### src/rtl/reg_writeback_arbiter.sv
// reg_writeback_arbiter: drives the register-file write port from two sources.
// The in-order pipeline always wins the slot. The auxiliary unit's results are
// queued in a small FIFO and drain on cycles the pipeline leaves free.
// A pipeline write squashes older queued writes to the same register, which
// keeps youngest-write-wins ordering. Busy flags expose live queued writes to decode.
// Optional macro WB_BYPASS_EN: an aux result that arrives with the FIFO empty
// and the slot free goes straight to the write port instead of being queued.
module reg_writeback_arbiter #(
  parameter int unsigned DEPTH = 4,
  parameter int unsigned AW    = 5,
  parameter int unsigned DW    = 32
) (
  input  logic                     clk,
  input  logic                     rst,
  input  logic                     pipe_valid,
  input  logic [AW-1:0]            pipe_addr,
  input  logic [DW-1:0]            pipe_data,
  input  logic                     aux_valid,
  output logic                     aux_ready,
  input  logic [AW-1:0]            aux_addr,
  input  logic [DW-1:0]            aux_data,
  input  logic [AW-1:0]            qa,
  input  logic [AW-1:0]            qb,
  output logic                     qa_busy,
  output logic                     qb_busy,
  output logic                     wb_we,
  output logic [AW-1:0]            wb_addr,
  output logic [DW-1:0]            wb_data,
  output logic [$clog2(DEPTH):0]   fifo_count
);

  localparam int unsigned PW = $clog2(DEPTH);
  localparam int unsigned CW = PW + 1;

  logic [DEPTH-1:0] live_q;
  logic [AW-1:0]    addr_q [DEPTH];
  logic [DW-1:0]    data_q [DEPTH];
  logic [PW-1:0]    rd_ptr;
  logic [PW-1:0]    wr_ptr;
  logic [CW-1:0]    count;

  logic pipe_take;
  logic fifo_empty;
  logic fifo_full;
  logic accept;
  logic bypass;
  logic push;
  logic pop;

  assign fifo_count = count;

  // Slot arbitration: a real pipeline write owns the slot, otherwise the FIFO head drains.
  always_comb begin
    pipe_take  = pipe_valid && (pipe_addr != '0);
    fifo_empty = (count == '0);
    fifo_full  = (count == CW'(DEPTH));
    aux_ready  = !fifo_full;
    accept     = aux_valid && !fifo_full;
`ifdef WB_BYPASS_EN
    bypass     = accept && fifo_empty && !pipe_take;
`else
    bypass     = 1'b0;
`endif
    push       = accept && !bypass;
    pop        = !pipe_take && !fifo_empty;
  end

  // Hazard query: look for a live, occupied entry that targets each query address.
  always_comb begin
    qa_busy = 1'b0;
    qb_busy = 1'b0;
    for (int unsigned i = 0; i < DEPTH; i++) begin
      if (CW'(i) < count) begin
        if (live_q[rd_ptr + PW'(i)] && (addr_q[rd_ptr + PW'(i)] == qa)) qa_busy = 1'b1;
        if (live_q[rd_ptr + PW'(i)] && (addr_q[rd_ptr + PW'(i)] == qb)) qb_busy = 1'b1;
      end
    end
    if (qa == '0) qa_busy = 1'b0;
    if (qb == '0) qb_busy = 1'b0;
  end

  // FIFO control state: pointers, occupancy and per-entry live bits.
  always_ff @(posedge clk or posedge rst) begin
    if (rst) begin
      rd_ptr <= '0;
      wr_ptr <= '0;
      count  <= '0;
      live_q <= '0;
    end else begin
      if (pipe_take) begin
        for (int unsigned i = 0; i < DEPTH; i++) begin
          if (addr_q[i] == pipe_addr) live_q[i] <= 1'b0;
        end
      end
      // The pushed slot is free, so this later assignment wins over the squash loop;
      // a same-cycle pipe write to the same register is younger and squashes it here.
      if (push) begin
        live_q[wr_ptr] <= (aux_addr != '0) && !(pipe_take && (pipe_addr == aux_addr));
        wr_ptr         <= wr_ptr + 1'b1;
      end
      if (pop) rd_ptr <= rd_ptr + 1'b1;
      case ({push, pop})
        2'b10:   count <= count + 1'b1;
        2'b01:   count <= count - 1'b1;
        default: count <= count;
      endcase
    end
  end

  // FIFO payload storage; needs no reset since live bits and occupancy gate its use.
  always_ff @(posedge clk) begin
    if (push) begin
      addr_q[wr_ptr] <= aux_addr;
      data_q[wr_ptr] <= aux_data;
    end
  end

  // Registered write port toward the register file.
  always_ff @(posedge clk or posedge rst) begin
    if (rst) begin
      wb_we   <= 1'b0;
      wb_addr <= '0;
      wb_data <= '0;
    end else if (pipe_take) begin
      wb_we   <= 1'b1;
      wb_addr <= pipe_addr;
      wb_data <= pipe_data;
    end else if (pop) begin
      wb_we   <= live_q[rd_ptr];
      wb_addr <= addr_q[rd_ptr];
      wb_data <= data_q[rd_ptr];
    end else if (bypass) begin
      wb_we   <= (aux_addr != '0);
      wb_addr <= aux_addr;
      wb_data <= aux_data;
    end else begin
      wb_we   <= 1'b0;
    end
  end

endmodule

### config.mk
export PLATFORM = sky130hd
export DESIGN_NAME = reg_writeback_arbiter
export DESIGN_NICKNAME = d
export VERILOG_FILES = /design/src/rtl/reg_writeback_arbiter.sv
export SDC_FILE = /design/constraint.sdc
export NUM_CORES = 1
export LEC_CHECK = 0
export CAP_MARGIN = 10
export CORE_UTILIZATION = 30
export CTS_CLUSTER_DIAMETER = 50
export DETAILED_ROUTE_END_ITERATION = 16
export GPL_TIMING_DRIVEN = 0
export PLACE_DENSITY = 0.53
export SYNTH_ARGS = -nofsm -noshare
export SYNTH_HDL_FRONTEND = slang
export SYNTH_SLANG_ARGS = --single-unit
### constraint.sdc
create_clock -name clk -period 3.5 [get_ports clk]
set_clock_uncertainty 0.2 [all_clocks]
set_input_delay 0.7 -clock clk [delete_from_list [all_inputs] [get_ports clk]]
set_output_delay 0.7 -clock clk [all_outputs]
set_load 0.01 [all_outputs]
==> results.py <==
metrics = {
    "critical_path": {
        "crit_slowest_cell": "mux4_2",
        "cp_top_family": "multiplexers",
        "end_kind": "primary output",
        "endpoint": "qa_busy",
        "cp.arrival_ns": 2.56,
        "crit_required_ns": 2.60,
        "r2r_setup_slack_ns": 0.71,
        "cp_num_buf_inv": 3,
        "r2r_start": "fifo_count[0]",
        "r2r-end": "data_q[1][21]",
        "worst_setup_path_start_kind": "register",
        "path_depth": 9,
        "worst-r2r-cell-count": 8,
        "path_cells": "buf_6 -> buf_12 -> mux4_2 -> xor2_1 -> nor4_2 -> a21boi_2 -> a31oi_1 -> a21oi_1 -> buf_2",
        "crit_type": "register to primary output",
        "path_max_fanout": 4,
        "critical_path.startpoint": "rd_ptr[0]",
        "slowest_delay_ns": 0.55,
    },
    "final_layout": {
        "fillers": 2890,
        "finish.utilization_pct": 38.9,
        "area_growth_pct": 27.8,
        "multi_input_area_um2": 3370,
        "fin_nets": 891,
        "drive_gt1_share_pct": 19.1,
        "final-seq-area_um2": 5670,
    },
    "timing": {
        "max_freq_ghz": 0.289,
        "tns_ns": 0,
        "relSlewSlack_pct": 57.1,
        "min_period_over_period_pct": 98.9,
        "setup_ws_ns": 0.0379,
        "rsz0062_at_grt": "yes",
        "finalMaxSlewViolations": 0,
        "hold_viol": 0,
        "min_period_ns": 3.46,
        "worst_pin_slew_ns": 0.644,
        "setup-violations-final": 0,
    },
    "floorplan": {
        "dieHeight_um": 178,
        "die_x_um": 178,
        "ios": 132,
        "core.rowCount": 64,
        "initial_core_util_pct": 30.4,
        "core_area_um2": 30600,
        "die_area_um2": 31700,
    },
    "cts": {
        "h-tree-depth": 4,
        "clockBufferDepth": 2,
        "clock_sinks": 197,
        "cts_tree": "built",
        "path_clk_slew_ns": 0.08,
        "cts-buffers-inserted": 17,
        "clk_latency_ns": 0.44,
        "cts_root_buf": "clkbuf_16",
    },
    "detailed_routing": {
        "num_vias": 5803,
        "wl_mm": 24.5,
        "vias_per_cell": 4.82,
        "ant_nets": 0,
        "drc": 0,
        "drt_iter0_drc": 417,
        "first_pass_iters": 4,
        "wire_per_inst_um": 20.3,
    },
    "synthesis": {
        "synth_seq_area_share_pct": 60.9,
        "synth-seq-cells": 197,
        "synth.area.mux_share_pct": 15.1,
        "syn_area_um2": 9310,
        "synth_compound_area_share_pct": 4.14,
        "synth_ff_type": "edfxtp_1",
        "syn-num-nets": 738,
        "synth_fa_ha_area_share_pct": 1.21,
        "synth_edf_count": 148,
        "synth_xor_area_share_pct": 7.23,
        "synth.distinct_cells": 43,
        "synthArstFlopShare_pct": 24.9,
        "syn_inst": 641,
        "synth_area_per_cell_um2": 14.5,
        "synth_top_family_by_area": "multiplexers",
        "yosysWarnings": 0,
        "post_synth_and_or_nand_nor_area_fraction_pct": 7.74,
    },
    "place": {
        "dp_hpwl_mm": 17.4,
        "preCtsSetupSlack_ns": -0.0935,
        "place_congestion": 0.827,
        "numPortBuffers": 116,
    },
    "global_routing": {
        "grt_pass1_vias": 6134,
        "grt_max_degree": 29,
        "grt_overflow": 0,
        "grt_pass1_wl_mm": 36.8,
        "antenna_found_initial": 1,
        "gr-usage-all-layers_pct": 16.0,
    },
    "power_and_ir_drop": {
        "power_w": 0.00969,
        "power.density_nw_per_um2": 814,
        "p_leak_nw": 4.20,
        "peakVddDrop_uv": 441,
    },
    "job": {
        "cap_violations": 0,
    },
    "status": {
        "outcome": "finished clean",
    },
    "hold_path": {
        "hp-class": "register to register",
    },
}
final cells by class:
cell class                      count  share of cell area [%]
Sequential cell                   197                    47.7
Multi-Input combinational cell    385                    28.3
Timing Repair Buffer              134                    11.6
Tap cell                          396                    4.16
Clock buffer                       17                    3.58
Buffer                             49                    2.70
Clock inverter                     15                    1.63
Inverter                           10                   0.316
Antenna cell                        1                  0.0210
worst min-delay path: cells and delay by family (launching register included):
kind	cells	cell delay [ns]
and+or+nand+nor	1	0.06
DFF	1	0.38
AOI/OAI and AO/OA	1	0.07
layer usage:
layer | vias up | track usage, % | wire length [um]
met4 | 0 | 4.06 | 305
met1 | 2975 | 21.3 | 11000
met2 | 127 | 26.5 | 12000
met3 | 17 | 3.18 | 1120
met5 | - | 0 | 0
li1 | 2684 | - | -
worst min path at each step:
| stage | from | endpoint | cells after the start |
|---|---|---|---|
| after global placement | wb_data[27] | wb_data[27] | 2 |
| after global routing | wb_data[14] | wb_data[14] | 2 |
| after floorplan | live_q[2] | live_q[2] | 2 |
| after detailed placement | wb_data[12] | wb_data[12] | 2 |
| after CTS | wb_data[12] | wb_data[12] | 2 |
| final | wb_data[12] | wb_data[12] | 2 |
placed cells by master (no fill, tap or decap), types with 5 or more instances in the layout:
cell and instances:
buf_12 7, mux2i_1 16, nand3_1 12, inv_2 5, buf_2 18, nand2_1 84, clkdlybuf4s50_1 114, mux4_2 50
ha_1 9, xor2_1 32, nor2_1 42, clkinv_8 6, o21ai_0 5, buf_4 11, dfrtp_1 49, clkbuf_1 17
xnor2_1 41, a31oi_1 38, inv_1 5, edfxtp_1 148, clkbuf_16 18, buf_6 11
stage by stage:
step,cell area [um^2],cells,hold slack (ns)
2_1_floorplan,9310,641,0.316
3_3_place_gp,11000,1153,0.326
3_5_place_dp,11100,1158,0.333
4_1_cts,11700,1195,0.344
5_1_grt,11900,1203,0.364
6_report,11900,1204,0.339
cell usage after synthesis, drive strengths merged, types with 4 or more instances:
library cell | instances | area, um^2
edfxtp | 148 | 4440
nand2 | 85 | 322
mux4 | 53 | 1200
dfrtp | 49 | 1230
xnor2 | 44 | 393
nor2 | 42 | 158
a31oi | 38 | 238
buf | 32 | 240
xor2 | 32 | 280
mux2i | 18 | 180
clkbuf | 17 | 63.8
nand3 | 12 | 60.1
inv | 10 | 37.5
o21ai | 10 | 53.8
ha | 9 | 113
nor3 | 6 | 30.0
nor4 | 6 | 37.5
a21oi | 5 | 25.0
nand4 | 4 | 25.0
cells by family (layout without fill, tap and decap cells):
logic type               count (synthesis)  count (layout)
AO/OA/AOI/OAI                           59              59
XOR/XNOR                                76              76
adder cells (fa/ha/maj)                  9               9
buffers and inverters                   59             225
flip-flops                             197             197
multiplexers                            73              73
other                                    0               1
AND/OR/NAND/NOR                        168             168
power breakdown:
part	internal, W	switching, W	total (W)
clock	0.000984	0.00102	0.00200
sequential	0.00314	0.000298	0.00344
combinational	0.00211	0.00214	0.00424
state kept, by name, indices dropped and copies added (netlist names):
register,cells
wr_ptr,2
data_q,128
rd_ptr,2
wb_addr,5
wb_we,1
live_q,4
addr_q,20
fifo_count,3
wb_data,32
what timing repair did:
item                                    4_1_cts  5_1_grt
setup buffers                                 5        7
endpoints found under the setup margin        2        2
gates cloned                                  0        1
pin swaps                                     1        5
gates resized for setup                      13       14
hold buffers                                  0        0
No activity file was read; power rests on OpenSTA's default activity.
